--- config.mk ---
export PLATFORM = sky130hd
export DESIGN_NAME = hyperbus_trans_splitter
export DESIGN_NICKNAME = d
export VERILOG_FILES = /design/src/rtl/hyperbus_pkg.sv /design/src/rtl/hyperbus_chunk_calc.sv /design/src/rtl/hyperbus_trans_splitter.sv
export SDC_FILE = /design/constraint.sdc
export NUM_CORES = 1
export LEC_CHECK = 0
export CORE_MARGIN = 2
export CORE_UTILIZATION = 32
export DETAILED_ROUTE_END_ITERATION = 8
export SETUP_SLACK_MARGIN = 0.05
export SLEW_MARGIN = 5
export SYNTH_ARGS = -nofsm -noshare
export SYNTH_HDL_FRONTEND = slang
export SYNTH_SLANG_ARGS = --single-unit
--- constraint.sdc ---
create_clock -name clk_i -period 6 [get_ports clk_i]
set_input_delay 0.9 -clock clk_i [delete_from_list [all_inputs] [get_ports clk_i]]
set_output_delay 0.9 -clock clk_i [all_outputs]
set_load 0.05 [all_outputs]
--- src/rtl/hyperbus_pkg.sv ---
// HyperBus transaction splitter shared definitions.
// Holds the splitter FSM state type and the PHY-facing default widths.
package hyperbus_pkg;

    typedef enum logic {
        IDLE  = 1'b0,
        ISSUE = 1'b1
    } state_e;

    // Defaults shared with the PHY transaction port.
    localparam int unsigned HB_BURST_WIDTH = 12;
    localparam int unsigned HB_NR_CS       = 2;

endpackage

--- src/rtl/hyperbus_chunk_calc.sv ---
// Combinational chunk size: min(remaining, MAX_BURST, words left in row).
// Ports: remaining (words left), row_offset (word offset in row), chunk.
module hyperbus_chunk_calc import hyperbus_pkg::*; #(
    parameter int unsigned BURST_WIDTH   = HB_BURST_WIDTH,
    parameter int unsigned MAX_BURST     = 256,
    parameter int unsigned BOUNDARY_LOG2 = 9
) (
    input  logic [15:0]              remaining,
    input  logic [BOUNDARY_LOG2-1:0] row_offset,
    output logic [BURST_WIDTH-1:0]   chunk
);

    // Wide enough for both a 16-bit length and a full row size.
    localparam int unsigned CW =
        (BOUNDARY_LOG2 + 1 > 17) ? BOUNDARY_LOG2 + 1 : 17;

    logic [CW-1:0] rem_w;
    logic [CW-1:0] max_w;
    logic [CW-1:0] room_w;
    logic [CW-1:0] min_a;
    logic [CW-1:0] min_b;

    always_comb begin
        rem_w  = CW'(remaining);
        max_w  = CW'(MAX_BURST);
        room_w = (CW'(1) << BOUNDARY_LOG2) - CW'(row_offset);
        min_a  = (rem_w < max_w) ? rem_w : max_w;
        min_b  = (min_a < room_w) ? min_a : room_w;
        // min_b <= MAX_BURST, which fits BURST_WIDTH.
        chunk  = BURST_WIDTH'(min_b);
    end

endmodule

--- src/rtl/hyperbus_trans_splitter.sv ---
// Splits word-length requests into PHY transactions bounded by burst and row.
// Ports: clk_i, rst_ni, req_* (request in), trans_* (PHY out), busy_o, err_o.
module hyperbus_trans_splitter import hyperbus_pkg::*; #(
    parameter int unsigned BURST_WIDTH   = HB_BURST_WIDTH,
    parameter int unsigned NR_CS         = HB_NR_CS,
    parameter int unsigned MAX_BURST     = 256,
    parameter int unsigned BOUNDARY_LOG2 = 9,
    parameter int unsigned CS_ADDR_LSB   = 23
) (
    input  logic                   clk_i,
    input  logic                   rst_ni,
    input  logic                   req_valid_i,
    output logic                   req_ready_o,
    input  logic [31:0]            req_addr_i,
    input  logic [15:0]            req_len_i,
    input  logic                   req_write_i,
    output logic                   trans_valid_o,
    input  logic                   trans_ready_i,
    output logic [31:0]            trans_address_o,
    output logic [NR_CS-1:0]       trans_cs_o,
    output logic                   trans_write_o,
    output logic [BURST_WIDTH-1:0] trans_burst_o,
    output logic                   busy_o,
    output logic                   err_o
);

    // Word address inside one device; its carry out is dropped so
    // running past the device end wraps to word 0 of the same device.
    localparam int unsigned AW  = CS_ADDR_LSB - 1;
    localparam int unsigned CSW = (NR_CS > 1) ? $clog2(NR_CS) : 1;

    state_e                 state_q, state_d;
    logic [AW-1:0]          addr_q, addr_d;
    logic [15:0]            rem_q, rem_d;
    logic [15:0]            rem_next;
    logic [CSW-1:0]         cs_q, cs_d;
    logic                   write_q, write_d;
    logic                   err_q, err_d;
    logic [BURST_WIDTH-1:0] chunk;
    logic                   unused_addr;

    // Only the chip-select and in-device bits are used.
    assign unused_addr = ^req_addr_i;

    hyperbus_chunk_calc #(
        .BURST_WIDTH  (BURST_WIDTH),
        .MAX_BURST    (MAX_BURST),
        .BOUNDARY_LOG2(BOUNDARY_LOG2)
    ) u_chunk (
        .remaining (rem_q),
        .row_offset(addr_q[BOUNDARY_LOG2-1:0]),
        .chunk     (chunk)
    );

    always_comb begin
        state_d  = state_q;
        addr_d   = addr_q;
        rem_d    = rem_q;
        cs_d     = cs_q;
        write_d  = write_q;
        err_d    = 1'b0;
        // Cannot underflow: chunk never exceeds rem_q.
        rem_next = rem_q - 16'(chunk);
        unique case (state_q)
            IDLE: begin
                if (req_valid_i) begin
                    addr_d  = req_addr_i[CS_ADDR_LSB-1:1];
                    rem_d   = req_len_i;
                    cs_d    = req_addr_i[CS_ADDR_LSB +: CSW];
                    write_d = req_write_i;
                    if (req_len_i == 16'd0) begin
                        err_d = 1'b1;
                    end else begin
                        state_d = ISSUE;
                    end
                end
            end
            ISSUE: begin
                if (trans_ready_i) begin
                    addr_d = addr_q + AW'(chunk);
                    rem_d  = rem_next;
                    if (rem_next == 16'd0) begin
                        state_d = IDLE;
                    end
                end
            end
        endcase
    end

    always_ff @(posedge clk_i) begin
        if (!rst_ni) begin
            state_q <= IDLE;
            addr_q  <= '0;
            rem_q   <= '0;
            cs_q    <= '0;
            write_q <= 1'b0;
            err_q   <= 1'b0;
        end else begin
            state_q <= state_d;
            addr_q  <= addr_d;
            rem_q   <= rem_d;
            cs_q    <= cs_d;
            write_q <= write_d;
            err_q   <= err_d;
        end
    end

    // Transaction fields come straight from registers, so they hold
    // still for as long as the PHY stalls. They read zero when idle.
    assign req_ready_o     = (state_q == IDLE);
    assign busy_o          = (state_q != IDLE);
    assign trans_valid_o   = (state_q == ISSUE);
    assign trans_address_o = trans_valid_o ? 32'(addr_q) : '0;
    assign trans_cs_o      = trans_valid_o ? (NR_CS'(1) << cs_q) : '0;
    assign trans_write_o   = trans_valid_o & write_q;
    assign trans_burst_o   = trans_valid_o ? chunk : '0;
    assign err_o           = err_q;

endmodule

# Yosys cells after proc, flatten, opt, wreduce, memory -nomap -nowiden

Index checks and enable logic that the tools add are counted.

Input port bits: 53
Bits in registers: 42
Logic and storage cells: 40
Output and inout bits: 51

Shift operators: 1
Multiplexer cells: 17
Add/subtract/negate cells: 3
Bitwise operators: 4
Reductions and logical operators: 5
$lt $le $gt $ge: 2
Eq/ne operators: 2

Operator list:

| cell                                                         | count |
|---|---|
| two-way mux 22 bit                                           | 3 |
| two-way mux 16 bit                                           | 3 |
| one-hot mux 22 bit (2 select lines)                          | 1 |
| zero test 16 bit                                             | 2 |
| one-hot mux 16 bit (2 select lines)                          | 1 |
| two-way mux 12 bit                                           | 2 |
| adder 22 x 12 -> 22 bit                                      | 1 |
| less-than comparator 16 x 17 -> 1 bit                        | 1 |
| less-than comparator 16 x 9 -> 1 bit (second input constant) | 1 |
| subtractor 16 x 12 -> 16 bit                                 | 1 |
| subtractor 10 x 9 -> 11 bit (first input constant)           | 1 |
| two-way mux 1 bit                                            | 5 |
| != test 2 bit (second input constant)                        | 2 |
| AND reduction 2 bit                                          | 2 |
| inverter 1 bit                                               | 3 |
| OR reduction 3 bit                                           | 1 |
| two-way mux 2 bit                                            | 1 |
| one-hot mux 1 bit (2 select lines)                           | 1 |
| << shifter 1 x 1 -> 2 bit (first input constant)             | 1 |
| AND 1 bit                                                    | 1 |

# Longest topological paths before layout

Depth after elaboration: 9
Mapped depth: 23
Mapped depth without buffers: 23

# Hierarchy

From an unflattened synthesis, not the netlist that was laid out.

Cells, all modules: 595
Area total of the unflattened synthesis: 4449.3 µm²

By module, submodules not included:

| module                  | sequential area each (µm²) | cells an instance | instances | area each (µm²) |
|---|---|---|---|---|
| hyperbus_trans_splitter | 840.8                      | 513               | 1         | 3870.0 |
| hyperbus_chunk_calc     | 0.0                        | 82                | 1         | 579.3 |

# Worst setup path after synthesis

OpenSTA, ideal clock, no wires.

Kind: flip-flop to flip-flop
Start: register rem_q[10]
End: register rem_q[14]
Path slack: 0.968 ns
Stages on the path, launching flop included: 21
Buffers on the path: 0
Required time: 5.868 ns
Period minus slack after synthesis: 5.032 ns
Library setup time: 0.132 ns
Data arrival time: 4.899 ns
Cells stage by stage: dfxtp_1 > or4_4 > nor3_4 > and2_1 > ha_1 > a21o_1 > a21o_1 > a21oi_1 > o21ai_0 > a211oi_2 > mux2i_1 > inv_2 > ha_1 > nor2b_1 > o31a_1 > o221a_4 > a311oi_4 > o21bai_2 > a2111oi_2 > xnor2_1 > a21oi_1

Cells in the longest elaborated chain, start to end: 7

RTL lines:

| item                                    | RTL line                       | text |
|---|---|---|
| from (decl)                             | hyperbus_trans_splitter.sv:34  | `logic [15:0] rem_q, rem_d;` |
| from (signal assigned)                  | hyperbus_trans_splitter.sv:101 | `rem_q <= rem_d;` |
| less-than comparator 16 x 9 -> 1 bit    | hyperbus_chunk_calc.sv:27      | `min_a = (rem_w < max_w) ? rem_w : max_w;` |
| two-way mux 16 bit                      | hyperbus_chunk_calc.sv:27      |  |
| less-than comparator 16 x 17 -> 1 bit   | hyperbus_chunk_calc.sv:28      | `min_b = (min_a < room_w) ? min_a : room_w;` |
| two-way mux 12 bit                      | hyperbus_chunk_calc.sv:28      |  |
| subtractor 16 x 12 -> 16 bit (*)        | hyperbus_trans_splitter.sv:63  | `rem_next = rem_q - 16'(chunk);` |
| two-way mux 16 bit (*)                  | hyperbus_trans_splitter.sv:79  | `if (trans_ready_i) begin` |
| one-hot mux 16 bit (2 select lines) (*) | hyperbus_trans_splitter.sv:64  | `unique case (state_q)` |

Every way passes the cells marked *; elsewhere a longest branch is shown, timed or not. The select of a mux whose other input is x is not followed.
A chain may end at the register's enable or synchronous reset.

# Worst setup path in the final report

Start: register rem_q[10]
End: register addr_q[16]

Cells in the longest elaborated chain, start to end: 7

RTL lines:

| item                                    | RTL line                       | text |
|---|---|---|
| less-than comparator 16 x 9 -> 1 bit    | hyperbus_chunk_calc.sv:27      |  |
| two-way mux 16 bit (*)                  | hyperbus_chunk_calc.sv:27      |  |
| less-than comparator 16 x 17 -> 1 bit   | hyperbus_chunk_calc.sv:28      |  |
| two-way mux 12 bit (*)                  | hyperbus_chunk_calc.sv:28      |  |
| adder 22 x 12 -> 22 bit (*)             | hyperbus_trans_splitter.sv:80  | `addr_d = addr_q + AW'(chunk);` |
| two-way mux 22 bit (*)                  | hyperbus_trans_splitter.sv:79  |  |
| one-hot mux 22 bit (2 select lines) (*) | hyperbus_trans_splitter.sv:64  |  |
| to (signal assigned)                    | hyperbus_trans_splitter.sv:100 | `addr_q <= addr_d;` |
| to (decl)                               | hyperbus_trans_splitter.sv:33  | `logic [AW-1:0] addr_q, addr_d;` |

Marks and branches as above.

==> flow_metrics.env <==
export IMPL_clock_power_share=0.186
export IMPL_max_freq_mhz=182.9
export IMPL_switchingPower_uw=675.1
export IMPL_synth_edf_count=0
export IMPL_wl_per_cell_um=15.84
export IMPL_crit_chain="or4_4 > nor3_4 > and2_1 > ha_1 > a21o_1 > a21o_1 > a21oi_1 > o21ai_0 > a211oi_2 > buf_4 > buf_4 > nand3_1 > o21ai_1 > ha_1 > inv_1 > fa_1 > nor2b_1 > o31a_1 > o21bai_1 > a21oi_1 > o31ai_1 > nor3b_1 > mux2i_1 > o22ai_1"
export IMPL_fin_crit_ns=5.468
export IMPL_pre_cts_slack_ns=0.3786
export IMPL_fin_crit_sh=0.9113
export IMPL_yosys_warnings=0
export IMPL_drtPass1Iterations=4
export IMPL_critical_path_class="reg2reg"
export IMPL_die_y_um=116.7
export IMPL_finalHoldViolCount=0
export IMPL_grt_pass1_vias=4053
export IMPL_max_stage_delay_ns=0.56
export IMPL_min_path_cells=2
export IMPL_num_antenna_cells=0
export IMPL_cts_buffer_depth=2
export IMPL_power_frac_comb=0.582
export IMPL_coreArea_mm2=0.01252
export IMPL_path_clk_slew_ns=0.07
export IMPL_synth_area_mm2=0.004063
export IMPL_swShare=0.4510
export IMPL_arrival_ns=5.63
export IMPL_worst_slew_pin_slew_ns=1.059
export IMPL_fin_tns_setup_ns=0
export IMPL_syn2layout_area_growth_pct=27.63
export IMPL_final_common_cell="clkdlybuf4s50_1"
export IMPL_vias=4081
export IMPL_endpoint_kind="flip-flop"
export IMPL_portBuffers=82
export IMPL_required_ns=6.16
export IMPL_synthArstFlopShare=0
export IMPL_track_usage=0.1816
export IMPL_ir_drop_mv=0.1614
export IMPL_powerDensity_mw_per_mm2=288.7
export IMPL_initial_utilization=0.3246
export IMPL_wl_mm=12.26
export IMPL_finClkSkew_ns=0.005407
export IMPL_max_slew_margin=0.2917
export IMPL_drive_above_1_share=0.07309
export IMPL_maxSlewViolCount=0
export IMPL_ys_seq_elements=42
export IMPL_via_per_inst=5.273
export IMPL_crit_slowest_cell="or4_4"
export IMPL_dp_cells=763
export IMPL_dp_hpwl_mm=9.216
export IMPL_yosysSeqAreaShare=0.2070
export IMPL_syn_inst=524
export IMPL_layout_common_cells="82 x clkdlybuf4s50_1, 46 x nand2_1, 42 x nor2_1, 42 x dfxtp_1, 36 x and2_1"
export IMPL_crit_fanout=9
export IMPL_rr_endpoint="addr_q[16]"
export IMPL_cts_sinks=42
export IMPL_fin_nets=691
export IMPL_drcViolationCount=0
export IMPL_setup_ws_ns=0.5321
export IMPL_rsz0062_at_grt="false"
export IMPL_postLayoutCoreUtil=0.4142
export IMPL_min_to="write_q"
export IMPL_nFillCells=1298
export IMPL_ys_flop_type="dfxtp_1"
export IMPL_grt_max_degree=43
export IMPL_reg2regPathDepth=24
export IMPL_grt_pass1_wl_mm=19.94
export IMPL_hold_start="write_q"
export IMPL_gp_congestion=0.8861
export IMPL_r2r_start="rem_q[10]"
export IMPL_critPathLaunchType="flip-flop"
export IMPL_pwr_share_seq=0.231
export IMPL_cap_violations=0
export IMPL_r2r_slack_ns=0.53
export IMPL_setup_viol=0
export IMPL_cts_buffers=5
export IMPL_htree_levels=2
export IMPL_synth_area_per_cell_um2=7.753
export IMPL_clk_insertion_delay_late_ns=0.29
export IMPL_yosysUniqueCellTypes=64
export IMPL_p_int_uw=821.8
export IMPL_die_area_mm2=0.01361
export IMPL_drtIter0Drc=226
export IMPL_antenna_found_initial=0
export IMPL_die_w_um=116.7
export IMPL_ant_nets=0
export IMPL_hold_class="reg2reg"
export IMPL_cts_tree="yes"
export IMPL_status="finished, final reports clean"
export IMPL_leakage_nw=2.170
export IMPL_stdcell_count=774
export IMPL_fp_row_count=41
export IMPL_grt_overflow=0
export IMPL_io_pins=104
export IMPL_cts_root_buf="clkbuf_16"
stage by stage:
stage | instance area [um^2] | hold slack [ns] | power [mW]
2_1_floorplan | 4123 | 0.4389 | 1.004
3_3_place_gp | 5009 | 0.4493 | 1.188
3_5_place_dp | 5009 | 0.4603 | 1.205
4_1_cts | 5155 | 0.4701 | 1.490
5_1_grt | 5185 | 0.5133 | 1.609
6_report | 5185 | 0.4665 | 1.497
state kept, by name, indices dropped and copies added, names as in the netlist:
register,cells
rem_q,16
write_q,1
cs_q,1
busy_o,1
err_o,1
addr_q,22
area by class of cell:
type / count / area [um^2] / share of cell area
multi-input cells: 436 / 3000 / 0.5787
repair buffers: 91 / 888.4 / 0.1713
flip-flops and latches: 42 / 840.8 / 0.1622
well taps: 172 / 215.2 / 0.04151
clock buffers: 5 / 125.1 / 0.02413
inverters: 25 / 93.84 / 0.01810
clock inverters: 3 / 21.27 / 0.004102
synthesized netlist by cell type, types with 5 or more instances:
| cell | number | area share |
|---|---|---|
| nand2_1 | 46 | 0.043 |
| dfxtp_1 | 42 | 0.21 |
| nor2_1 | 42 | 0.039 |
| and2_1 | 36 | 0.055 |
| ha_1 | 35 | 0.11 |
| a21oi_1 | 31 | 0.038 |
| inv_1 | 23 | 0.021 |
| clkbuf_1 | 22 | 0.020 |
| o21ai_0 | 18 | 0.022 |
| xnor2_1 | 17 | 0.037 |
| nor3_1 | 14 | 0.017 |
| buf_4 | 13 | 0.024 |
| o221ai_1 | 13 | 0.028 |
| nand3_1 | 10 | 0.012 |
| xor2_1 | 10 | 0.022 |
| a211oi_1 | 9 | 0.017 |
| nor2b_1 | 9 | 0.014 |
| a21o_1 | 8 | 0.015 |
| mux2i_1 | 8 | 0.020 |
| o21a_1 | 8 | 0.015 |
| a21oi_2 | 7 | 0.015 |
| a22oi_1 | 6 | 0.011 |
| nor4_1 | 6 | 0.0092 |
| and3_1 | 5 | 0.0077 |
| nand2b_1 | 5 | 0.0077 |
| o211ai_1 | 5 | 0.0092 |
power groups by stage:
stage | sequential, mW | clock, mW | combinational (mW)
floorplan | 0.341 | 0 | 0.663
finish | 0.346 | 0.279 | 0.872
global route | 0.351 | 0.294 | 0.964
global placement | 0.352 | 0 | 0.836
detailed placement | 0.353 | 0 | 0.852
CTS | 0.346 | 0.286 | 0.857
worst max path at each step:
stage	startpoint	end	slack [ns]	depth (start not counted)
floorplan	rem_q[10]	rem_q[14]	0.97	20
global placement	rem_q[10]	rem_q[14]	0.48	20
detailed placement	rem_q[10]	busy_o	0.38	20
CTS	rem_q[10]	busy_o	0.35	20
global route	rem_q[10]	addr_q[16]	0.10	24
finish	rem_q[10]	addr_q[16]	0.53	24
critical path: cells and delay by family, from the launching register on:
family / cells / cell delay, ns
AND/OR/NAND/NOR: 6 / 1.71
multiplexers: 1 / 0.24
flip-flops: 1 / 0.35
adder cells (fa/ha/maj): 3 / 0.87
AO/OA/AOI/OAI: 11 / 1.82
buffers and inverters: 3 / 0.35
cells by family (layout without fill, tap and decap cells):
kind of cell / after synthesis / count (layout) / share of synthesized area
AOI/OAI and AO/OA: 147 / 147 / 0.2692
adders and majority gates: 37 / 37 / 0.1176
buffers and inverters: 62 / 124 / 0.07114
other: 2 / 18 / 0.001849
and+or+nand+nor: 199 / 199 / 0.2553
muxes: 8 / 8 / 0.01971
DFF: 42 / 42 / 0.2070
xor gates and xnor gates: 27 / 27 / 0.05821
repair_timing:
action / 4_1_cts / 5_1_grt
resized for setup: 0 / 1
hold buffers: 0 / 0
setup endpoints to repair: 0 / 6
buffers inserted: 0 / 3
layer usage:
metal | global-route usage | vias to the layer above | part of all wire
li1 | - | 2025 | -
met1 | 0.2446 | 1921 | 0.47
met2 | 0.3116 | 121 | 0.47
met3 | 0.02595 | 14 | 0.053
met4 | 0.03529 | 0 | 0.010
met5 | 0 | - | 0
(Power assumes the default switching activity.)
